===== src/rtl/uart_value_reporter_pkg.sv =====
// Shared constants, FSM encoding and byte-selection helper for the UART value reporter.
package uart_value_reporter_pkg;

  localparam logic [7:0] ASCII_0   = 8'h30;
  localparam logic [7:0] ASCII_CR  = 8'h0D;
  localparam logic [7:0] ASCII_LF  = 8'h0A;
  localparam int         FRAME_LEN = 4;

  typedef enum logic [2:0] {
    ST_IDLE,
    ST_LOAD,
    ST_SEND,
    ST_WAIT,
    ST_NEXT,
    ST_DONE
  } state_e;

  // Byte idx of the frame for value val: tens digit, ones digit, CR, LF.
  function automatic logic [7:0] frame_byte(input logic [1:0] idx, input logic [3:0] val);
    logic       tens;
    logic [3:0] ones;
    tens = (val >= 4'd10);
    ones = tens ? (val - 4'd10) : val;
    case (idx)
      2'd0:    frame_byte = ASCII_0 + {7'd0, tens};
      2'd1:    frame_byte = ASCII_0 + {4'd0, ones};
      2'd2:    frame_byte = ASCII_CR;
      default: frame_byte = ASCII_LF;
    endcase
  endfunction

endpackage


===== src/rtl/uart_value_reporter_tx.sv =====
// 8N1 serialiser: start bit, eight data bits LSB first, stop bit; idle high.
module uart_tx_byte #(
  parameter int CLKS_PER_BIT = 434
) (
  input  logic       FPGA_CLK,
  input  logic       RESET_BUT,
  input  logic       tx_start,
  input  logic [7:0] tx_byte,
  output logic       tx_active,
  output logic       tx_done,
  output logic       txd
);

  localparam int               CNT_W     = (CLKS_PER_BIT > 1) ? $clog2(CLKS_PER_BIT) : 1;
  localparam logic [CNT_W-1:0] BAUD_LAST = CNT_W'(CLKS_PER_BIT - 1);
  localparam logic [3:0]       STOP_IDX  = 4'd9;

  logic             active_q;
  logic [CNT_W-1:0] baud_q;
  logic [3:0]       bit_q;
  logic [8:0]       shift_q;   // remaining bits to send: d0..d7 then stop
  logic             txd_q;
  logic             bit_end;

  assign bit_end   = active_q && (baud_q == BAUD_LAST);
  // Asserted in the last cycle of the stop bit so the next byte can follow with minimal gap.
  assign tx_done   = bit_end && (bit_q == STOP_IDX);
  assign tx_active = active_q;
  assign txd       = txd_q;

  // Bit timing and shifting; the line is driven straight from txd_q so it cannot glitch.
  always_ff @(posedge FPGA_CLK or posedge RESET_BUT) begin
    if (RESET_BUT) begin
      active_q <= 1'b0;
      baud_q   <= '0;
      bit_q    <= '0;
      shift_q  <= '1;
      txd_q    <= 1'b1;
    end else if (!active_q) begin
      // NOTE: sequential state uses non-blocking assignments so every flop samples pre-edge values.
      if (tx_start) begin
        active_q <= 1'b1;
        baud_q   <= '0;
        bit_q    <= '0;
        shift_q  <= {1'b1, tx_byte};
        txd_q    <= 1'b0;
      end
    end else if (bit_end) begin
      baud_q <= '0;
      if (bit_q == STOP_IDX) begin
        active_q <= 1'b0;
        bit_q    <= '0;
        txd_q    <= 1'b1;
      end else begin
        bit_q   <= bit_q + 4'd1;
        txd_q   <= shift_q[0];
        shift_q <= {1'b1, shift_q[8:1]};
      end
    end else begin
      baud_q <= baud_q + CNT_W'(1);
    end
  end

endmodule


===== src/rtl/uart_value_reporter.sv =====
// Reports the 4-bit counter value as "<tens><ones>\r\n" over UART on change or request.
module uart_value_reporter
  import uart_value_reporter_pkg::*;
#(
  parameter int CLK_HZ      = 50_000_000,
  parameter int BAUD        = 115_200,
  parameter int CHANGE_TRIG = 1
) (
  input  logic       FPGA_CLK,
  input  logic       RESET_BUT,
  input  logic [3:0] data,
  input  logic       send_req,
  output logic       UART_TXD,
  output logic       busy,
  output logic       frame_done
);

  localparam int         CLKS_PER_BIT = CLK_HZ / BAUD;
  localparam logic       CHANGE_EN    = (CHANGE_TRIG != 0);
  localparam logic [1:0] LAST_IDX     = 2'(FRAME_LEN - 1);

  state_e     state_q, state_d;
  logic [1:0] idx_q, idx_d;
  logic [3:0] val_q, val_d;
  logic [3:0] last_q, last_d;
  logic       pending_q, pending_d;
  logic       trig;
  logic       tx_start;
  logic       tx_active;
  logic       tx_done;
  logic [7:0] tx_byte;

  assign trig    = send_req | (CHANGE_EN & (data != last_q));
  assign tx_byte = frame_byte(idx_q, val_q);
  assign busy    = (state_q != ST_IDLE);

  uart_tx_byte #(
    .CLKS_PER_BIT(CLKS_PER_BIT)
  ) u_tx (
    .FPGA_CLK (FPGA_CLK),
    .RESET_BUT(RESET_BUT),
    .tx_start (tx_start),
    .tx_byte  (tx_byte),
    .tx_active(tx_active),
    .tx_done  (tx_done),
    .txd      (UART_TXD)
  );

  // Frame FSM and value registers.
  always_ff @(posedge FPGA_CLK or posedge RESET_BUT) begin
    if (RESET_BUT) begin
      state_q   <= ST_IDLE;
      idx_q     <= '0;
      val_q     <= '0;
      last_q    <= '0;
      pending_q <= 1'b0;
    end else begin
      state_q   <= state_d;
      idx_q     <= idx_d;
      val_q     <= val_d;
      last_q    <= last_d;
      pending_q <= pending_d;
    end
  end

  // Next-state logic: sequences four bytes, collapses triggers arriving mid-frame into one pending send.
  always_comb begin
    // NOTE: every output of this block gets a default first, so no path can infer a latch.
    state_d    = state_q;
    idx_d      = idx_q;
    val_d      = val_q;
    last_d     = last_q;
    pending_d  = pending_q;
    tx_start   = 1'b0;
    frame_done = 1'b0;

    if (state_q != ST_IDLE && trig) pending_d = 1'b1;

    case (state_q)
      ST_IDLE: begin
        if (trig) begin
          val_d   = data;
          last_d  = data;
          idx_d   = '0;
          state_d = ST_LOAD;
        end
      end
      ST_LOAD: begin
        tx_start = !tx_active;
        state_d  = ST_SEND;
      end
      ST_SEND: state_d = ST_WAIT;
      ST_WAIT: begin
        if (tx_done) state_d = ST_NEXT;
      end
      ST_NEXT: begin
        if (idx_q == LAST_IDX) begin
          state_d = ST_DONE;
        end else begin
          idx_d   = idx_q + 2'd1;
          state_d = ST_LOAD;
        end
      end
      ST_DONE: begin
        frame_done = 1'b1;
        if (pending_q || trig) begin
          pending_d = 1'b0;
          val_d     = data;
          last_d    = data;
          idx_d     = '0;
          state_d   = ST_LOAD;
        end else begin
          state_d = ST_IDLE;
        end
      end
      default: state_d = ST_IDLE;
    endcase
  end

endmodule


===== config.mk =====
export PLATFORM = sky130hd
export DESIGN_NAME = uart_value_reporter
export DESIGN_NICKNAME = d
export VERILOG_FILES = /design/src/rtl/uart_value_reporter_pkg.sv /design/src/rtl/uart_value_reporter_tx.sv /design/src/rtl/uart_value_reporter.sv
export SDC_FILE = /design/constraint.sdc
export NUM_CORES = 1
export LEC_CHECK = 0
export BUFFER_PORTS_ARGS = -buffer_cell sky130_fd_sc_hd__buf_4
export CAP_MARGIN = 5
export CORE_MARGIN = 1
export CORE_UTILIZATION = 61
export DETAILED_ROUTE_END_ITERATION = 10
export GPL_TIMING_DRIVEN = 1
export PLACE_DENSITY = 0.9
export SYNTH_ARGS = -nofsm -noshare
export SYNTH_HDL_FRONTEND = slang
export SYNTH_SLANG_ARGS = --single-unit

===== constraint.sdc =====
create_clock -name FPGA_CLK -period 2.2 [get_ports FPGA_CLK]
set_input_delay 0.11 -clock FPGA_CLK [delete_from_list [all_inputs] [get_ports FPGA_CLK]]
set_output_delay 0.11 -clock FPGA_CLK [all_outputs]
set_load 0.03 [all_outputs]

# After elaboration in Yosys (flattened, before gate mapping)
# Index checks and enable logic that the tools add are counted.
[word_totals]
output_inout_bits = 3
input_bits = 7
reg_bits = 34
elab_cells = 88
[classes]
n_eq_ne = 17
magnitude_cmp = 1
addsub = 6
muxes = 38
reduce_logical = 16
n_bitwise = 1
[ops]
columns = ["operator", "n"]
rows = [
  ["$mux 9", 7],
  ["$mux 4", 7],
  ["$pmux 7 s3", 1],
  ["$pmux 3 s6", 1],
  ["$mux 1", 14],
  ["$ne 2x2->1 const B", 6],
  ["$add 9x1->9 const B", 1],
  ["$eq 9x9->1 const B", 1],
  ["$mux 3", 3],
  ["$pmux 4 s2", 1],
  ["$add 6x1->7 const A", 1],
  ["$add 6x4->7 const A", 1],
  ["$eq 3x2->1 const B", 2],
  ["$eq 3x3->1 const B", 2],
  ["$mux 2", 3],
  ["$pmux 2 s3", 1],
  ["$reduce_and 3->1", 2],
  ["$reduce_bool 3->1", 2],
  ["$add 4x1->4 const B", 1],
  ["$eq 2x2->1 const B", 2],
  ["$eq 4x4->1 const B", 1],
  ["$ge 4x4->1 const B", 1],
  ["$ne 4x4->1", 1],
  ["$reduce_and 2->1", 2],
  ["12 further kinds", 15],
]

# Longest topological paths before layout
# Gate-level depths: netlist (run 1).
[depth]
ltp_word = 6
mapped_depth = 7
mapped_depth_nobuf = 6

# Modules after synthesis
# Synthesis (run 1) repeated with hierarchy kept, for this count alone.
[unflattened]
hier_cells = 204
area_unflattened_um2 = 1959.4
[modules_own_cells]
columns = ["module", "area_per_inst_um2", "seq_area_each_um2", "n_inst", "cells_per_inst"]
rows = [
  ["uart_tx_byte", 1217.4, 586.8, 1, 122],
  ["uart_value_reporter", 742.0, 250.2, 1, 82],
]

# Least setup slack after synthesis (run 1)
# OpenSTA, ideal clock, no wires.
[synth_timing]
kind = "register to register"
start = "register u_tx.baud_q[1]"
end = "register u_tx.shift_q[0]"
setup_slack_ps = 597
path_stages_with_launch = 8
required_time_ps = 2118
setup_time_ps = 82
path_buffers = 1
synth_period_minus_slack_ps = 1603
arrival_ps = 1520
cell_sequence = "dfrtp_1 -> inv_1 -> ha_1 -> and4b_1 -> nand3_1 -> a21o_1 -> buf_6 -> mux2_4"
[synth_between]
elab_chain_cells = 4
[synth_rtl]
columns = ["element", "line", "rtl"]
rows = [
  ["start, declared", "uart_value_reporter_tx.sv:19", "logic [CNT_W-1:0] baud_q;"],
  ["start signal, assigned", "uart_value_reporter_tx.sv:60", "baud_q <= baud_q + CNT_W'(1);"],
  ["$eq 9x9->1", "uart_value_reporter_tx.sv:25", "assign bit_end = active_q && (baud_q == BAUD_LAST);"],
  ["$logic_and 1x1->1", "uart_value_reporter_tx.sv:25", ""],
  ["$ne 2x2->1 (no line)", "-", ""],
  ["$reduce_and 3->1 (no line)", "-", ""],
  ["end signal, assigned", "uart_value_reporter_tx.sv:45", "shift_q <= {1'b1, tx_byte};"],
  ["end signal, assigned", "uart_value_reporter_tx.sv:57", "shift_q <= {1'b1, shift_q[8:1]};"],
  ["end, declared", "uart_value_reporter_tx.sv:21", "logic [8:0] shift_q;"],
]
# Every way passes these cells.
# A chain may end at the register's enable or synchronous reset.

# Worst setup path in the final report (run 1)
[layout_timing]
start = "register u_tx.baud_q[1]"
end = "register state_q[0]"
[layout_between]
elab_chain_cells = 5
[layout_rtl]
columns = ["element", "line", "rtl"]
rows = [
  ["$eq 9x9->1", "uart_value_reporter_tx.sv:25", ""],
  ["$logic_and 1x1->1", "uart_value_reporter_tx.sv:25", ""],
  ["$logic_and 1x1->1", "uart_value_reporter_tx.sv:27", "assign tx_done = bit_end && (bit_q == STOP_IDX);"],
  ["$ne 2x2->1 (no line)", "-", ""],
  ["$reduce_and 2->1 (no line)", "-", ""],
  ["end signal, assigned", "uart_value_reporter.sv:58", "state_q <= state_d;"],
  ["end, declared", "uart_value_reporter.sv:22", "state_e state_q, state_d;"],
]
# Every way passes these cells.

==> results of run 1 <==
logic make-up after synthesis:
family,Yosys count
xor+xnor,7
buf+inv,24
compound gates,66
mux,10
flops,33
fa+ha+maj,10
simple gates,76
worst max-delay path: stages (launching register included):
cell	delay (ns)
sky130_fd_sc_hd__dfrtp_1	0.42
sky130_fd_sc_hd__inv_1	0.07
sky130_fd_sc_hd__ha_1	0.15
sky130_fd_sc_hd__nand4b_1	0.21
sky130_fd_sc_hd__nor2_1	0.44
sky130_fd_sc_hd__and4_1	0.29
sky130_fd_sc_hd__o32ai_1	0.09
synth_stat cells, types with 2 or more instances:
master | number | area [µm²]
sky130_fd_sc_hd__a211oi_1 | 4 | 30.03
sky130_fd_sc_hd__a21o_1 | 3 | 22.52
sky130_fd_sc_hd__a21oi_1 | 10 | 50.05
sky130_fd_sc_hd__a22o_1 | 5 | 43.79
sky130_fd_sc_hd__a31oi_1 | 4 | 25.02
sky130_fd_sc_hd__and3_1 | 4 | 25.02
sky130_fd_sc_hd__and3b_1 | 3 | 26.28
sky130_fd_sc_hd__buf_2 | 5 | 25.02
sky130_fd_sc_hd__clkbuf_1 | 4 | 15.01
sky130_fd_sc_hd__dfrtp_1 | 24 | 600.6
sky130_fd_sc_hd__dfstp_2 | 9 | 236.5
sky130_fd_sc_hd__ha_1 | 10 | 125.1
sky130_fd_sc_hd__inv_1 | 13 | 48.80
sky130_fd_sc_hd__mux2_4 | 6 | 90.09
sky130_fd_sc_hd__mux2i_1 | 4 | 40.04
sky130_fd_sc_hd__nand2_1 | 23 | 86.33
sky130_fd_sc_hd__nand2b_1 | 6 | 37.54
sky130_fd_sc_hd__nand3_1 | 9 | 45.04
sky130_fd_sc_hd__nand3b_1 | 2 | 15.01
sky130_fd_sc_hd__nand4_1 | 8 | 50.05
sky130_fd_sc_hd__nor2_1 | 7 | 26.28
sky130_fd_sc_hd__nor2b_1 | 5 | 31.28
sky130_fd_sc_hd__o21ai_0 | 24 | 120.1
sky130_fd_sc_hd__o22ai_1 | 2 | 12.51
sky130_fd_sc_hd__o2bb2ai_1 | 3 | 26.28
sky130_fd_sc_hd__o311ai_0 | 4 | 35.03
sky130_fd_sc_hd__o32ai_1 | 2 | 17.52
sky130_fd_sc_hd__or3_1 | 2 | 12.51
sky130_fd_sc_hd__xnor2_1 | 5 | 43.79
sky130_fd_sc_hd__xor2_1 | 2 | 17.52
per-layer routing:
layer,track usage,wire length [µm],part of all wire,up-vias
met5,0,0,0,-
met4,0.09416,63,0.015,0
li1,-,-,-,844
met3,0.08529,273,0.067,8
met2,0.3736,1869,0.46,61
met1,0.3374,1894,0.46,797
how the worst max path moves through the flow:
stage              startpoint              end  slack (ns)  cells past startpoint
2_1_floorplan  u_tx.baud_q[1]  u_tx.shift_q[0]        0.60                      7
3_3_place_gp   u_tx.baud_q[0]  u_tx.shift_q[3]        0.48                      5
3_5_place_dp   u_tx.baud_q[0]  u_tx.shift_q[0]        0.42                      5
4_1_cts        u_tx.baud_q[0]  u_tx.shift_q[0]        0.40                      5
5_1_grt        u_tx.baud_q[0]   u_tx.baud_q[6]        0.28                      5
6_report       u_tx.baud_q[1]       state_q[0]        0.40                      6
power breakdown:
group,internal (mW),leakage (nW),total [mW],switching (mW)
Sequential,0.607,0.367,0.607,0
Clock,0.122,0.0320,0.332,0.211
Combinational,0.0138,0.592,0.0352,0.0214
Total,0.742,0.990,0.975,0.232
layout make-up:
cell class                 instances  share of cell area
multi-input combinational        169              0.5145
timing repair buffer              13             0.04449
tap                               44             0.02447
sequential                        33              0.3721
inverter                          13             0.02169
clock buffer                       6             0.01835
clock inverter                     2            0.004449
flip-flops by register name, indices dropped and copies added (netlist names):
register        count
state_q             3
u_tx.txd            1
u_tx.shift_q        8
u_tx.bit_q          4
last_q              4
idx_q               2
u_tx.tx_active      1
pending_q           1
u_tx.baud_q         9
repair_timing:
action / in CTS / in global routing
setup endpoints to repair: 0 / 0
endpoints found under the hold margin: 24 / 0
resized for setup: 0 / 0
hold buffers: 1 / 0
stage by stage:
step,utilization,instance area (µm²),total power [mW]
after CTS,0.7135,2250,0.9892
after global routing,0.7135,2250,1.016
after detailed placement,0.6940,2188,0.6526
after floorplan,-,2098,0.6359
final,0.7135,2250,0.9745
after global placement,0.6940,2188,0.6519
cell usage in the layout, fill, tap and decap left out, types with 6 or more instances in the layout:
master	n
sky130_fd_sc_hd__dfstp_2	9
sky130_fd_sc_hd__nand2_1	23
sky130_fd_sc_hd__buf_4	12
sky130_fd_sc_hd__ha_1	10
sky130_fd_sc_hd__dfrtp_1	24
sky130_fd_sc_hd__nand2b_1	6
sky130_fd_sc_hd__nand3_1	9
sky130_fd_sc_hd__nand4_1	8
sky130_fd_sc_hd__inv_1	13
sky130_fd_sc_hd__o21ai_0	24
sky130_fd_sc_hd__mux2_4	6
sky130_fd_sc_hd__nor2_1	7
sky130_fd_sc_hd__a21oi_1	10
==> flow_summary.json, run 1 <==
{
  "tritoncts": "done",
  "critPathMaxFanout": 7,
  "htree_num_levels": 2,
  "clkTransAtPathRegs_ns": 0.10,
  "timing.critical_path.from_type": "flop",
  "synth_top_family_by_area": "compound AO/OA/AOI/OAI gates",
  "final-seq-area_um2": 837.1,
  "drt_pass1_iterations": 4,
  "max_cap_viol_count": 0,
  "mappedNetlistArea_mm2": 0.002098,
  "post-route-drc-count": 0,
  "synth_compound_area_frac": 0.2016,
  "vdd.ir_drop.worst_v": 0.0003206,
  "maxClockFrequency_mhz": 557.0,
  "area_growth_syn_to_layout_pct": 7.215,
  "finalCritPeriodShare": 0.8161,
  "crit-reg2reg-capture": "state_q[0]",
  "critical_path_class": "flop to flop",
  "asyncSetResetFlopFracSynth": 1.000,
  "clkSinkCount": 33,
  "post-cts-setup-buffer-count": 0,
  "fillerInstances": 243,
  "global_route.overflow_total": 0,
  "hp-class": "input port to flop",
  "final.min_clock_period_ns": 1.795,
  "max_root_sink_buffers": 2,
  "rsz0062_at_grt": "false",
  "die_y_um": 60.65,
  "post_synth.cell_area_avg_um2": 9.284,
  "grt_pass1_vias": 1525,
  "max_slew.worst_pin.slew_ns": 0.5447,
  "setup_violations": 0,
  "timing.max_slew.rel_slack": 0.6356,
  "power_per_cell_area_mw_per_mm2": 433.2,
  "drt_iter0_markers": 109,
  "initial_antenna_violation_count": 0,
  "worst_r2r_startpoint": "u_tx.baud_q[1]",
  "p_leak_nw": 0.9902,
  "yosysWarningCount": 0,
  "footprint_of_the_multi_input_gates_mm2": 0.001157,
  "yosys.area_share.simple": 0.1992,
  "outcome": "complete, no violations",
  "num_antenna_cells": 0,
  "global_route.usage.total": 0.2499,
  "flop2flop_setup_slack_ns": 0.40,
  "design.portCount": 10,
  "post-dp-hpwl_um": 2881,
  "clk_root_buffer_cell": "sky130_fd_sc_hd__clkbuf_4",
  "ys_seq_elements": 33,
  "edff_count_synth": 0,
  "critPathRequiredTime_ns": 2.42,
  "timing.setup.tns_ns": 0,
  "tritoncts.num_buffers": 5,
  "worstHoldStart": "data[0]",
  "worst_r2r_path_depth": 6,
  "dpl_worst_slack_ns": 0.4172,
  "ys_seq_area_frac": 0.3989,
  "totalWireLength_um": 4100,
  "core_area_mm2": 0.003153,
  "start_util": 0.6655,
  "post_layout_nonfiller_instances": 280,
  "finalHoldViolations": 0,
  "dieWidth_um": 60.65,
  "post_route_cells_drive_above_1_share": 0.1441,
  "place_congestion": 0.8485,
  "fp-row-count": 20,
  "cp.arrival_ns": 2.02,
  "drtAntennaViolNets": 0,
  "vias": 1710,
  "yosys_most_used_dff": "sky130_fd_sc_hd__dfrtp_1",
  "grt_first_pass_wirelength_um": 6665,
  "design.die.area_mm2": 0.003678,
  "yosys.area_share.adder": 0.05963,
  "clock_latency_ns": 0.35,
  "fin_skew_ns": 0.007025,
  "synthesis.nets": 243,
  "ys_types": 44,
  "timing.final.max_slew_violations": 0,
  "io_buffers": 9,
  "syn-instance-count": 226,
  "synth.area.mux_share": 0.06202,
  "worst_slack_ns": 0.4046,
  "placedCellCount": 271,
  "nets": 252,
  "finalHoldWorstSlack_ns": 0.1051,
  "grt_start_max_net_pins": 34,
  "hold_depth": 3,
  "wire_per_inst_um": 14.64,
  "min_delay_worst_endpoint": "last_q[0]",
  "critical_path_capture_point_type": "flop",
  "synthXorXnorAreaFrac": 0.02922,
  "vias_per_cell": 6.107
}
(Power assumes the default switching activity.)
==> run 2: changes to the inputs <==
CORE_UTILIZATION = 55   (was 61)
PLACE_DENSITY = 0.86   (was 0.9)
clock period = 1.5 ns   (was 2.2 ns; I/O delays follow)
==> run 2 against run 1 <==
  * The flow now finishes with violations (setup timing)
  * Utilization rose by 6.4 points
  * First-iteration DRC count rose by 14%
  * Power rose by 87%
  * Clock skew barely moved
  * Clock-buffer cell count rose by 1
  * Register-to-register slack got worse by 0.58 ns
  * Worst setup slack got worse by 0.58 ns
  * Largest cell class unchanged
  * Critical path depth rose by 1
  * Die area rose by 11%
==> flow_summary.json, run 2 (synthesis gave the netlist of run 1 again) <==
{
  "htree_num_levels": 2,
  "initial_antenna_violation_count": 0,
  "cp.arrival_ns": 1.88,
  "vdd.ir_drop.worst_v": 0.0004232,
  "grt_pass1_vias": 1895,
  "final.min_clock_period_ns": 1.677,
  "placedCellCount": 312,
  "num_antenna_cells": 0,
  "finalHoldViolations": 0,
  "dpl_worst_slack_ns": -0.1594,
  "max_root_sink_buffers": 2,
  "max_slew.worst_pin.slew_ns": 0.4297,
  "clk_root_buffer_cell": "sky130_fd_sc_hd__clkbuf_8",
  "design.portCount": 10,
  "vias_per_cell": 6.000,
  "timing.final.max_slew_violations": 0,
  "clkSinkCount": 33,
  "tritoncts": "done",
  "critical_path_class": "flop to flop",
  "critPathMaxFanout": 7,
  "critPathRequiredTime_ns": 1.70,
  "drtAntennaViolNets": 0,
  "setup_violations": 23,
  "timing.critical_path.from_type": "flop",
  "worst_r2r_path_depth": 7,
  "start_util": 0.5731,
  "rsz0062_at_grt": "true",
  "power_per_cell_area_mw_per_mm2": 641.6,
  "fin_skew_ns": 0.006952,
  "grt_first_pass_wirelength_um": 8362,
  "core_area_mm2": 0.003661,
  "wire_per_inst_um": 16.68,
  "finalCritPeriodShare": 1.118,
  "hp-class": "input port to flop",
  "drt_pass1_iterations": 4,
  "vias": 1944,
  "max_cap_viol_count": 0,
  "number_of_flip_flops_in_the_largest_register": 9,
  "violations": "setup timing",
  "register_bank_with_the_most_flops": "u_tx.baud_q",
  "largest_registers": "u_tx.baud_q: 9 flops, u_tx.shift_q: 8 flops",
  "clkTransAtPathRegs_ns": 0.07,
  "io_buffers": 9,
  "totalWireLength_um": 5405,
  "mostFrequentLayoutCell": "sky130_fd_sc_hd__buf_4",
  "die_y_um": 63.77,
  "global_route.usage.total": 0.2669,
  "design.die.area_mm2": 0.004066,
  "worst_slack_ns": -0.1773,
  "critical_path_capture_point_type": "flop",
  "post_layout_nonfiller_instances": 324,
  "maxClockFrequency_mhz": 596.2,
  "post-route-drc-count": 0,
  "timing.setup.tns_ns": -1.982,
  "fp-row-count": 22,
  "outcome": "finished, violations left",
  "grt_start_max_net_pins": 34,
  "tritoncts.num_buffers": 5,
  "p_leak_nw": 1.250,
  "hold_depth": 3,
  "flop2flop_setup_slack_ns": -0.18,
  "drt_iter0_markers": 124,
  "place_congestion": 0.8443,
  "global_route.overflow_total": 0,
  "clock_latency_ns": 0.29,
  "mostFrequentLayoutCells": "sky130_fd_sc_hd__buf_4 (46), sky130_fd_sc_hd__dfrtp_1 (23), sky130_fd_sc_hd__nand2_1 (20)",
  "dieWidth_um": 63.77,
  "post_route_cells_drive_above_1_share": 0.3986,
  "timing.max_slew.rel_slack": 0.7135,
  "area_growth_syn_to_layout_pct": 35.60,
  "nets": 292,
  "post-dp-hpwl_um": 3239,
  "final_util": 0.7772
}
[run 2: cell types whose count changed in the layout (fill, tap and decap cells not counted), moves of 3 or more]
cell	delta
sky130_fd_sc_hd__buf_4	+34
sky130_fd_sc_hd__clkbuf_4	-5
sky130_fd_sc_hd__nand3_1	-4
sky130_fd_sc_hd__o21ai_0	-9
sky130_fd_sc_hd__o21ai_2	+4
sky130_fd_sc_hd__a21oi_1	-3
sky130_fd_sc_hd__clkbuf_8	+6
sky130_fd_sc_hd__a21oi_2	+3
sky130_fd_sc_hd__o21ai_1	+5
sky130_fd_sc_hd__nand3_2	+3
sky130_fd_sc_hd__nand2_1	-3
sky130_fd_sc_hd__buf_6	+6
[run 2: worst paths after layout]
kind,startpoint,end
max,u_tx.baud_q[1],u_tx.shift_q[7]
min,data[0],last_q[0]
max reg2reg,u_tx.baud_q[1],u_tx.shift_q[7]
min reg2reg,u_tx.bit_q[2],u_tx.bit_q[2]
max in group asynchronous,RESET_BUT,u_tx.txd
min in group asynchronous,RESET_BUT,u_tx.bit_q[1]
[run 2: repair_timing]
item / CTS / global route
buffers inserted: 0 / 3
pin swaps: 3 / 21
gates resized for setup: 11 / 46
hold buffers: 1 / 0
endpoints found under the hold margin: 24 / 0
endpoints found under the setup margin: 21 / 32
[run 2: report_power, final]
part           switching, mW  internal (mW)  total (mW)  leakage [nW]
clock                  0.332          0.542       0.873        0.0585
sequential                 0          0.891       0.891         0.366
combinational         0.0362         0.0250      0.0612         0.825
[run 2: layer usage]
layer / track usage / part of all wire / vias to the layer above / wire length, µm
li1: - / - / 924 / -
met1: 0.3218 / 0.42 / 933 / 2273
met2: 0.4561 / 0.50 / 70 / 2681
met3: 0.06071 / 0.049 / 17 / 266
met4: 0.1108 / 0.034 / 0 / 183
met5: 0 / 0 / - / 0
[run 2: cell type report]
type	instances	area [µm²]
Inverter	13	48.80
Multi-Input combinational cell	169	1359
Timing Repair Buffer	53	422.9
Clock inverter	1	30.03
Clock buffer	7	86.33
Sequential cell	33	838.3
Fill cell	222	815.8
Tap cell	48	60.06
[run 2: worst max-delay path: stages, from the launching register on]
cell,delay [ns]
sky130_fd_sc_hd__dfrtp_1,0.39
sky130_fd_sc_hd__inv_1,0.07
sky130_fd_sc_hd__ha_2,0.19
sky130_fd_sc_hd__and4b_2,0.29
sky130_fd_sc_hd__nand3_2,0.08
sky130_fd_sc_hd__a21o_4,0.27
sky130_fd_sc_hd__buf_4,0.16
sky130_fd_sc_hd__o2bb2ai_1,0.14
[run 2: metrics by stage]
step | instance area, µm² | hold WS (ns) | power [mW]
floorplan | 2101 | 0.1972 | 0.9327
global placement | 2474 | 0.1839 | 0.9571
detailed placement | 2474 | 0.1949 | 0.9584
CTS | 2654 | 0.1228 | 1.821
global route | 2845 | 0.1600 | 1.877
finish | 2845 | 0.1175 | 1.825
